**src/rtl/uart_pkg.sv**
```systemverilog
// Shared UART definitions: FSM state encoding, frame constants and baud divisor helper.
// Reused by both the tx and rx paths.
package uart_pkg;

  localparam int   DATA_BITS  = 8;
  localparam logic IDLE_LEVEL = 1'b1;

  localparam logic [2:0] ST_IDLE   = 3'd0;
  localparam logic [2:0] ST_START  = 3'd1;
  localparam logic [2:0] ST_DATA   = 3'd2;
  localparam logic [2:0] ST_PARITY = 3'd3;
  localparam logic [2:0] ST_STOP   = 3'd4;

  // Integer divide; the residual rate error is accepted by the far end.
  function automatic int calc_div(input int clk_freq, input int baud_rate);
    return clk_freq / baud_rate;
  endfunction

endpackage

```
**src/rtl/uart_sync_fifo.sv**
```systemverilog
// Synchronous FIFO with extended pointers; read data is taken straight from the array
// at the read pointer so a pop can be latched by the consumer on the same edge.
module uart_sync_fifo #(
  parameter int DEPTH = 8,
  parameter int WIDTH = 8
) (
  input  logic                     clk,
  input  logic                     reset,
  input  logic                     push,
  input  logic                     pop,
  input  logic [WIDTH-1:0]         wr_data,
  output logic [WIDTH-1:0]         rd_data,
  output logic                     full,
  output logic                     empty,
  output logic [$clog2(DEPTH):0]   level
);

  localparam int AW = $clog2(DEPTH);

  logic [WIDTH-1:0] mem_q [DEPTH];
  logic [AW:0]      wr_ptr_q, wr_ptr_d;
  logic [AW:0]      rd_ptr_q, rd_ptr_d;
  logic             do_push, do_pop;

  assign full    = (wr_ptr_q[AW] != rd_ptr_q[AW]) && (wr_ptr_q[AW-1:0] == rd_ptr_q[AW-1:0]);
  assign empty   = (wr_ptr_q == rd_ptr_q);
  assign level   = wr_ptr_q - rd_ptr_q;
  assign rd_data = mem_q[rd_ptr_q[AW-1:0]];

  // A push while full is dropped even if a pop happens on the same edge.
  assign do_push = push && !full;
  assign do_pop  = pop && !empty;

  always_comb begin
    wr_ptr_d = wr_ptr_q + (AW+1)'(do_push);
    rd_ptr_d = rd_ptr_q + (AW+1)'(do_pop);
  end

  always_ff @(posedge clk) begin
    if (!reset) begin
      wr_ptr_q <= '0;
      rd_ptr_q <= '0;
    end else begin
      wr_ptr_q <= wr_ptr_d;
      rd_ptr_q <= rd_ptr_d;
    end
  end

  always_ff @(posedge clk) begin
    if (do_push) begin
      mem_q[wr_ptr_q[AW-1:0]] <= wr_data;
    end
  end

endmodule

```
**src/rtl/uart_tx_fifo.sv**
```systemverilog
// UART transmitter (8N1) fed by a write FIFO; frames are sent back to back.
// Define UART_TX_PARITY_EN to insert an even parity bit after the data bits (8E1).
module uart_tx_fifo
  import uart_pkg::*;
#(
  parameter int CLK_FREQ   = 50_000_000,
  parameter int BAUD_RATE  = 115_200,
  parameter int FIFO_DEPTH = 8
) (
  input  logic                         clk,
  input  logic                         reset,
  input  logic                         wr_en,
  input  logic [7:0]                   wr_data,
  output logic                         full,
  output logic [$clog2(FIFO_DEPTH):0]  level,
  output logic                         busy,
  output logic                         tx
);

  localparam int DIV   = calc_div(CLK_FREQ, BAUD_RATE);
  localparam int CNT_W = (DIV > 1) ? $clog2(DIV) : 1;
  localparam logic [CNT_W-1:0] BAUD_LAST = CNT_W'(DIV - 1);
  localparam logic [2:0]       BIT_LAST  = 3'(DATA_BITS - 1);

  logic [2:0]       state_q, state_d;
  logic [CNT_W-1:0] baud_q, baud_d;
  logic [2:0]       bit_q, bit_d;
  logic [7:0]       shift_q, shift_d;
  logic             tx_q, tx_d;
  logic             baud_done, start_frame;
  logic             fifo_pop, fifo_empty;
  logic [7:0]       fifo_rd_data;
`ifdef UART_TX_PARITY_EN
  logic             parity_q, parity_d;
`endif

  uart_sync_fifo #(
    .DEPTH (FIFO_DEPTH),
    .WIDTH (8)
  ) u_fifo (
    .clk     (clk),
    .reset   (reset),
    .push    (wr_en),
    .pop     (fifo_pop),
    .wr_data (wr_data),
    .rd_data (fifo_rd_data),
    .full    (full),
    .empty   (fifo_empty),
    .level   (level)
  );

  assign baud_done = (baud_q == BAUD_LAST);
  assign busy      = (state_q != ST_IDLE) || (level != '0);
  assign tx        = tx_q;

  always_comb begin
    state_d     = state_q;
    baud_d      = baud_q + CNT_W'(1);
    bit_d       = bit_q;
    shift_d     = shift_q;
    fifo_pop    = 1'b0;
    start_frame = 1'b0;
`ifdef UART_TX_PARITY_EN
    parity_d    = parity_q;
`endif
    case (state_q)
      ST_IDLE: begin
        baud_d      = '0;
        start_frame = !fifo_empty;
      end
      ST_START: begin
        if (baud_done) begin
          state_d = ST_DATA;
          baud_d  = '0;
        end
      end
      ST_DATA: begin
        if (baud_done) begin
          baud_d = '0;
          if (bit_q == BIT_LAST) begin
`ifdef UART_TX_PARITY_EN
            state_d = ST_PARITY;
`else
            state_d = ST_STOP;
`endif
          end else begin
            shift_d = shift_q >> 1;
            bit_d   = bit_q + 3'd1;
          end
        end
      end
`ifdef UART_TX_PARITY_EN
      ST_PARITY: begin
        if (baud_done) begin
          state_d = ST_STOP;
          baud_d  = '0;
        end
      end
`endif
      ST_STOP: begin
        if (baud_done) begin
          state_d     = ST_IDLE;
          baud_d      = '0;
          start_frame = !fifo_empty;
        end
      end
      default: begin
        state_d = ST_IDLE;
        baud_d  = '0;
      end
    endcase

    // Popping from IDLE or at the end of STOP keeps consecutive frames gap-free.
    if (start_frame) begin
      fifo_pop = 1'b1;
      state_d  = ST_START;
      shift_d  = fifo_rd_data;
      bit_d    = '0;
      baud_d   = '0;
`ifdef UART_TX_PARITY_EN
      parity_d = ^fifo_rd_data;
`endif
    end

    // Line level follows the next state so tx changes on the same edge as the FSM.
    case (state_d)
      ST_START: tx_d = ~IDLE_LEVEL;
      ST_DATA:  tx_d = shift_d[0];
`ifdef UART_TX_PARITY_EN
      ST_PARITY: tx_d = parity_d;
`endif
      default:  tx_d = IDLE_LEVEL;
    endcase
  end

  always_ff @(posedge clk) begin
    if (!reset) begin
      state_q  <= ST_IDLE;
      baud_q   <= '0;
      bit_q    <= '0;
      shift_q  <= '0;
      tx_q     <= IDLE_LEVEL;
`ifdef UART_TX_PARITY_EN
      parity_q <= 1'b0;
`endif
    end else begin
      state_q  <= state_d;
      baud_q   <= baud_d;
      bit_q    <= bit_d;
      shift_q  <= shift_d;
      tx_q     <= tx_d;
`ifdef UART_TX_PARITY_EN
      parity_q <= parity_d;
`endif
    end
  end

endmodule

```
**config.mk**
```make
export PLATFORM = sky130hd
export DESIGN_NAME = uart_tx_fifo
export DESIGN_NICKNAME = d
export VERILOG_FILES = /design/src/rtl/uart_pkg.sv /design/src/rtl/uart_sync_fifo.sv /design/src/rtl/uart_tx_fifo.sv
export SDC_FILE = /design/constraint.sdc
export NUM_CORES = 1
export LEC_CHECK = 0
export CAP_MARGIN = 20
export CELL_PAD_IN_SITES_DETAIL_PLACEMENT = 0
export CELL_PAD_IN_SITES_GLOBAL_PLACEMENT = 1
export CORE_ASPECT_RATIO = 0.8
export CORE_MARGIN = 3
export CORE_UTILIZATION = 30
export DETAILED_ROUTE_END_ITERATION = 7
export PLACE_DENSITY = 0.5
export SYNTH_ARGS = -nofsm -noshare
export SYNTH_HDL_FRONTEND = slang
export SYNTH_HIERARCHICAL = 1
export SYNTH_SLANG_ARGS = --single-unit
```
**constraint.sdc**
```tcl
create_clock -name clk -period 2.6 [get_ports clk]
set_clock_uncertainty 0.2 [all_clocks]
set_input_delay 0.52 -clock clk [delete_from_list [all_inputs] [get_ports clk]]
set_output_delay 0.52 -clock clk [all_outputs]
set_load 0.05 [all_outputs]
```
# Word-level counts from Yosys, hierarchy flattened
# Memories as Yosys holds them, arrays and structs flattened. A register that Yosys moved wholly into a read port is not among the register bits.
# Cells that the tools add are included.
op_classes:
  n_reduce_logical: 16
  n_bitwise: 3
  eq_ne: 11
  addsub: 5
  mux: 17
ops:
  columns: ["cell", "count"]
  rows:
  - ["two-way mux 8 bit", 4]
  - ["two-way mux 3 bit", 6]
  - ["case mux 3 bit (4 select lines)", 1]
  - ["adder 9 x 1 -> 9 bit, second input constant", 1]
  - ["== test 9 bit, second input constant", 1]
  - ["adder 4 x 1 -> 4 bit", 2]
  - ["== test 3 x 1 -> 1 bit, second input constant", 2]
  - ["== test 3 x 2 -> 1 bit, second input constant", 2]
  - ["== test 3 bit, second input constant", 2]
  - ["AND reduction 3 bit", 2]
  - ["== test 4 bit", 1]
  - ["two-way mux 1 bit", 4]
  - ["case mux 1 bit (2 select lines)", 2]
  - ["nonzero test 2 bit", 2]
  - ["nonzero test 4 bit", 1]
  - ["OR reduction 4 bit", 1]
  - ["subtractor 4 bit", 1]
  - ["adder 3 x 1 -> 3 bit, second input constant", 1]
  - ["== test 3 bit", 1]
  - ["logical AND 1 bit", 3]
  - ["zero test 3 bit", 1]
  - ["NOT 1 bit", 3]
  - ["nonzero test 3 bit", 1]
  - ["OR reduction 3 bit", 1]
  - ["other kinds (5)", 6]
word_totals:
  out_inout_bits: 7
  elab_cells: 61
  ramBits: 64
  regBits: 32
  n_memories: 1
  in_bits: 11
memory_table:
  columns: ["memory", "depth", "width", "rd", "rd_ports_with_merged_regs", "write_ports", "line_no", "text"]
  rows:
  - ["u_fifo.mem_q", 8, 8, 1, 1, 1, "uart_sync_fifo.sv:20", "logic [WIDTH-1:0] mem_q [DEPTH];"]

# Depth between registers and ports, before layout
depth:
  depth_word: 8
  depth_mapped: 13
  ltp_nobuf: 11

# By module
# Netlist, hierarchy kept.
modules_own_cells:
  columns: ["mod", "cells_per_inst", "n_inst", "seq_area_each_um2", "area_per_inst_um2"]
  rows:
  - ["uart_sync_fifo", 170, 1, 2082.0, 2971.6]
  - ["uart_tx_fifo", 134, 1, 480.5, 1233.7]

# Worst setup path after synthesis
# Ideal clock, no wire load.
synth_path:
  path_kind: "register to output"
  start: "reg u_fifo.rd_ptr_q[2]"
  end: "out busy"
  required_time_ns: 1.880
  stages_incl_launch_ff: 10
  path_slack_ns: -0.631
  arrival_time_ns: 2.511
  n_path_buf: 2
  cell_sequence: "dfxtp_1 -> buf_2 -> buf_2 -> inv_2 -> ha_1 -> a21oi_1 -> nand2_1 -> xor2_1 -> nor4_1 -> nand2_1"
synth_between:
  elab_chain_cells: 3
synth_lines:
  columns: ["element", "line_no", "text"]
  rows:
  - ["start, declared", "uart_sync_fifo.sv:22", "logic [AW:0] rd_ptr_q, rd_ptr_d;"]
  - ["start signal, assigned", "uart_sync_fifo.sv:45", "rd_ptr_q <= rd_ptr_d;"]
  - ["subtractor 4 bit", "uart_sync_fifo.sv:27", "assign level = wr_ptr_q - rd_ptr_q;"]
  - ["named net level[3]", "uart_tx_fifo.sv:15", "output logic [$clog2(FIFO_DEPTH):0] level,"]
  - ["nonzero test 4 bit", "uart_tx_fifo.sv:53", "assign busy = (state_q != ST_IDLE) || (level != '0);"]
  - ["logical OR 1 bit", "uart_tx_fifo.sv:53", null]
  - ["end, declared", "uart_tx_fifo.sv:16", "output logic busy,"]
# The timed path passes the listed nets, and every way through them passes these cells.

# Worst setup path in the final report
layout_path:
  start: "reg u_fifo.rd_ptr_q[2]"
  end: "out busy"
layout_between:
  elab_chain_cells: 3
layout_lines:
  columns: ["element", "line_no"]
  rows:
  - ["subtractor 4 bit", "uart_sync_fifo.sv:27"]
  - ["nonzero test 4 bit", "uart_tx_fifo.sv:53"]
  - ["logical OR 1 bit", "uart_tx_fifo.sv:53"]
# No other way between the ends.

==> flow_summary.toml <==
[status]
status = "finished clean"

[timing]
hold_viol = 0
slew_violations = 0
min_period_over_period_pct = 99.7
max_slew_margin_pct = 40.9
timing.hold.ws_ns = 0.270
timing.fmax_mhz = 386
setup_violations = 0
tightest_slew_ns = 0.883
setup-tns-final_ns = 0
period_needed_ns = 2.59
rsz0062_at_grt = "true"

[hold_path]
hold_class = "reg -> reg"

[logic_synthesis]
syn_inst = 304
syn-num-nets = 327
synth_top_family_by_area = "simple AND/OR/NAND/NOR gates"
ys_seq_elements = 96
synthSimpleGateAreaFrac_pct = 11.4
ys_warn_count = 6
synth_area_per_cell_um2 = 13.8
synth_xor_area_share_pct = 3.51
synth_edf_count = 64
synth_ff_type = "edfxtp_1"
synth_cell_types = 50
synthMuxAreaShare_pct = 10.1
async_reset_ff_share_pct = 0
syn-cell-area_mm2 = 0.00421
yosys.area_share.adder_pct = 3.75
synth_compound_area_share_pct = 6.16
ys_seq_area_share_pct = 60.9

[worst_setup_path]
criticalPathCategory = "reg -> out"
end_kind = "primary output"
critPathArrivalTime_ns = 1.87
path_buf_inv = 2
critPathMaxFanout = 5
cpPeakStageDelay_ns = 0.34
rrSetupSlack_ns = 0.18
cp.required_ns = 1.88
critPathLaunchType = "flip-flop"
crit_chain = "inv_2 > ha_4 > a21oi_2 > nand2_2 > xor2_4 > nor4_4 > nand2_2 > buf_12"
crit_family = "simple AND/OR/NAND/NOR gates"
critPathMostFrequentCell = "nand2_2"
slowest_stage = "dfxtp_2"

[layout]
fillers = 1273
multi_input_area_mm2 = 0.00159
stdcell_count = 525
layout.nets = 363
drive_gt1_share_pct = 23.2
final_core_util_pct = 37.5
seq_area_mm2 = 0.00257
antenna_cells = 0
syn_to_final_growth_pct = 21.6

[floorplan]
die_w_um = 138
dieHeight_um = 112
die_area_mm2 = 0.0155
start_util_pct = 30.8
io_pins = 18
rows = 38
core_area_mm2 = 0.0136

[global_routing]
grt_usage_pct = 11.7
grt_pass1_vias = 2483
grt-ovfl-total = 0
antenna_found_initial = 0
grt_first_pass_wirelength_mm = 14.0
grt_max_degree = 19

[drt]
vias = 2444
wirelength_mm = 8.43
via_per_inst = 4.66
dr.first_iter.drc_count = 130
avgRoutedWirePerCell_um = 16.1
antenna_left = 0
drc = 0
first_pass_iters = 4

[placed_design]
hpwl_mm = 5.73
dp_cells = 506
io_buffers = 17
gp_congestion = 0.688

[clocking]
cts_tree = "built"
path_clk_slew_ns = 0.07
clock_latency_ns = 0.34
root_buffer = "clkbuf_16"
hold_buffers = 0
h-tree-depth = 3
cts_inserted_buffers = 9
cts.sinks = 96
clockBufferDepth = 2

[power_and_ir_drop]
max-vdd-ir-drop_uv = 353
power_density_mw_per_mm2 = 825
cellLeakagePower_nw = 1.82

[flow_run]
cap_violations = 0
layout by cell type, fill, tap and decap left out, types with 4 or more instances in the layout:
cell type,synthesis,layout
inv_2,2,4
o211ai_1,4,4
dfxtp_2,0,4
buf_4,2,21
ha_1,11,8
edfxtp_1,64,64
and2_1,8,8
o22a_1,4,4
clkdlybuf4s50_1,0,11
a21oi_1,10,9
nand3_1,7,7
mux4_1,6,6
mux4_2,10,10
nand2_1,35,33
nor2_1,20,20
clkbuf_16,0,9
nor3_1,6,5
xor2_1,6,5
dfxtp_1,32,28
xnor2_1,9,8
inv_1,16,14
buf_12,1,6
mux2i_1,4,4
worst register-to-register path: stages, from the launching register on:
cell and delay [ns]:
dfxtp_1 0.37, xnor2_4 0.31, and4_1 0.35, nor3_4 0.07, nand2b_1 0.15, inv_1 0.05, nor2b_1 0.13, ha_1 0.21
ha_1 0.19, xor2_1 0.14, and2_1 0.16
layer usage:
layer  track usage (%)  wire [µm]
met5                 0          0
met4              2.76         84
met3              3.69        319
met2              17.0       3760
met1              17.1       4260
cells in the mapped netlist (3+ instances only):
cell	n	area share [%]
edfxtp_1	64	46
nand2_1	35	3.1
dfxtp_1	32	15
nor2_1	20	1.8
inv_1	16	1.4
ha_1	11	3.3
a21oi_1	10	1.2
mux4_2	10	5.4
xnor2_1	9	1.9
and2_1	8	1.2
nand3_1	7	0.83
mux4_1	6	3.7
nor3_1	6	0.71
xor2_1	6	1.2
buf_2	4	0.48
buf_6	4	1.1
mux2i_1	4	0.95
o211ai_1	4	0.71
o22a_1	4	0.83
nand2b_1	3	0.45
nand3b_1	3	0.54
o211ai_2	3	0.89
o21ai_0	3	0.36
sequential cells by signal, summed over array words and instances, names as in the netlist:
| register | cells |
|---|---|
| baud_q | 9 |
| bit_q | 3 |
| shift_q | 8 |
| state_q | 3 |
| tx | 1 |
| u_fifo/mem_q | 64 |
| u_fifo/rd_ptr_q | 4 |
| u_fifo/wr_ptr_q | 4 |
final cells by class:
class	count	area share [%]
Sequential cell	96	50.2
Multi-Input combinational cell	177	31.0
Timing Repair Buffer	38	7.58
Clock buffer	10	4.48
Tap cell	180	4.40
Inverter	18	1.32
Clock inverter	6	1.00
per-stage QoR:
stage          instance area (µm²)  worst slack (ns)  total power [mW]
3_3_place_gp                  4740             0.106              2.96
3_5_place_dp                  4740             0.102              2.96
4_1_cts                       5090           -0.0291              4.28
6_report                      5110           0.00734              4.22
5_1_grt                       5110           -0.0773              4.44
2_1_floorplan                 4260            -0.121              2.58
path summary, 6_finish.rpt:
path | start | to | depth (start not counted)
worst max-delay path | u_fifo/rd_ptr_q[2] | busy | 8
worst min-delay path | shift_q[5] | shift_q[5] | 2
worst max register to register | u_fifo/wr_ptr_q[3] | u_fifo/rd_ptr_q[2] | 10
worst min register to register | shift_q[5] | shift_q[5] | 2
kinds of logic (layout without fill, tap and decap cells):
logic type | count (synthesis) | after routing
flops | 96 | 96
fa+ha+maj | 12 | 12
simple gates | 95 | 95
buf+inv | 31 | 72
xor+xnor | 16 | 16
compound gates | 34 | 34
mux | 20 | 20
report_power, final:
| group | switching [mW] | internal (mW) |
|---|---|---|
| registers | 0.0592 | 1.72 |
| clock network | 0.589 | 0.666 |
| logic | 0.631 | 0.556 |
| total | 1.28 | 2.94 |
repair_timing:
action,4_1_cts,5_1_grt
setup buffers,3,0
endpoints found under the setup margin,1,3
resized for setup,14,3
pin swaps,6,0
Power figures use the tool's default switching activity.
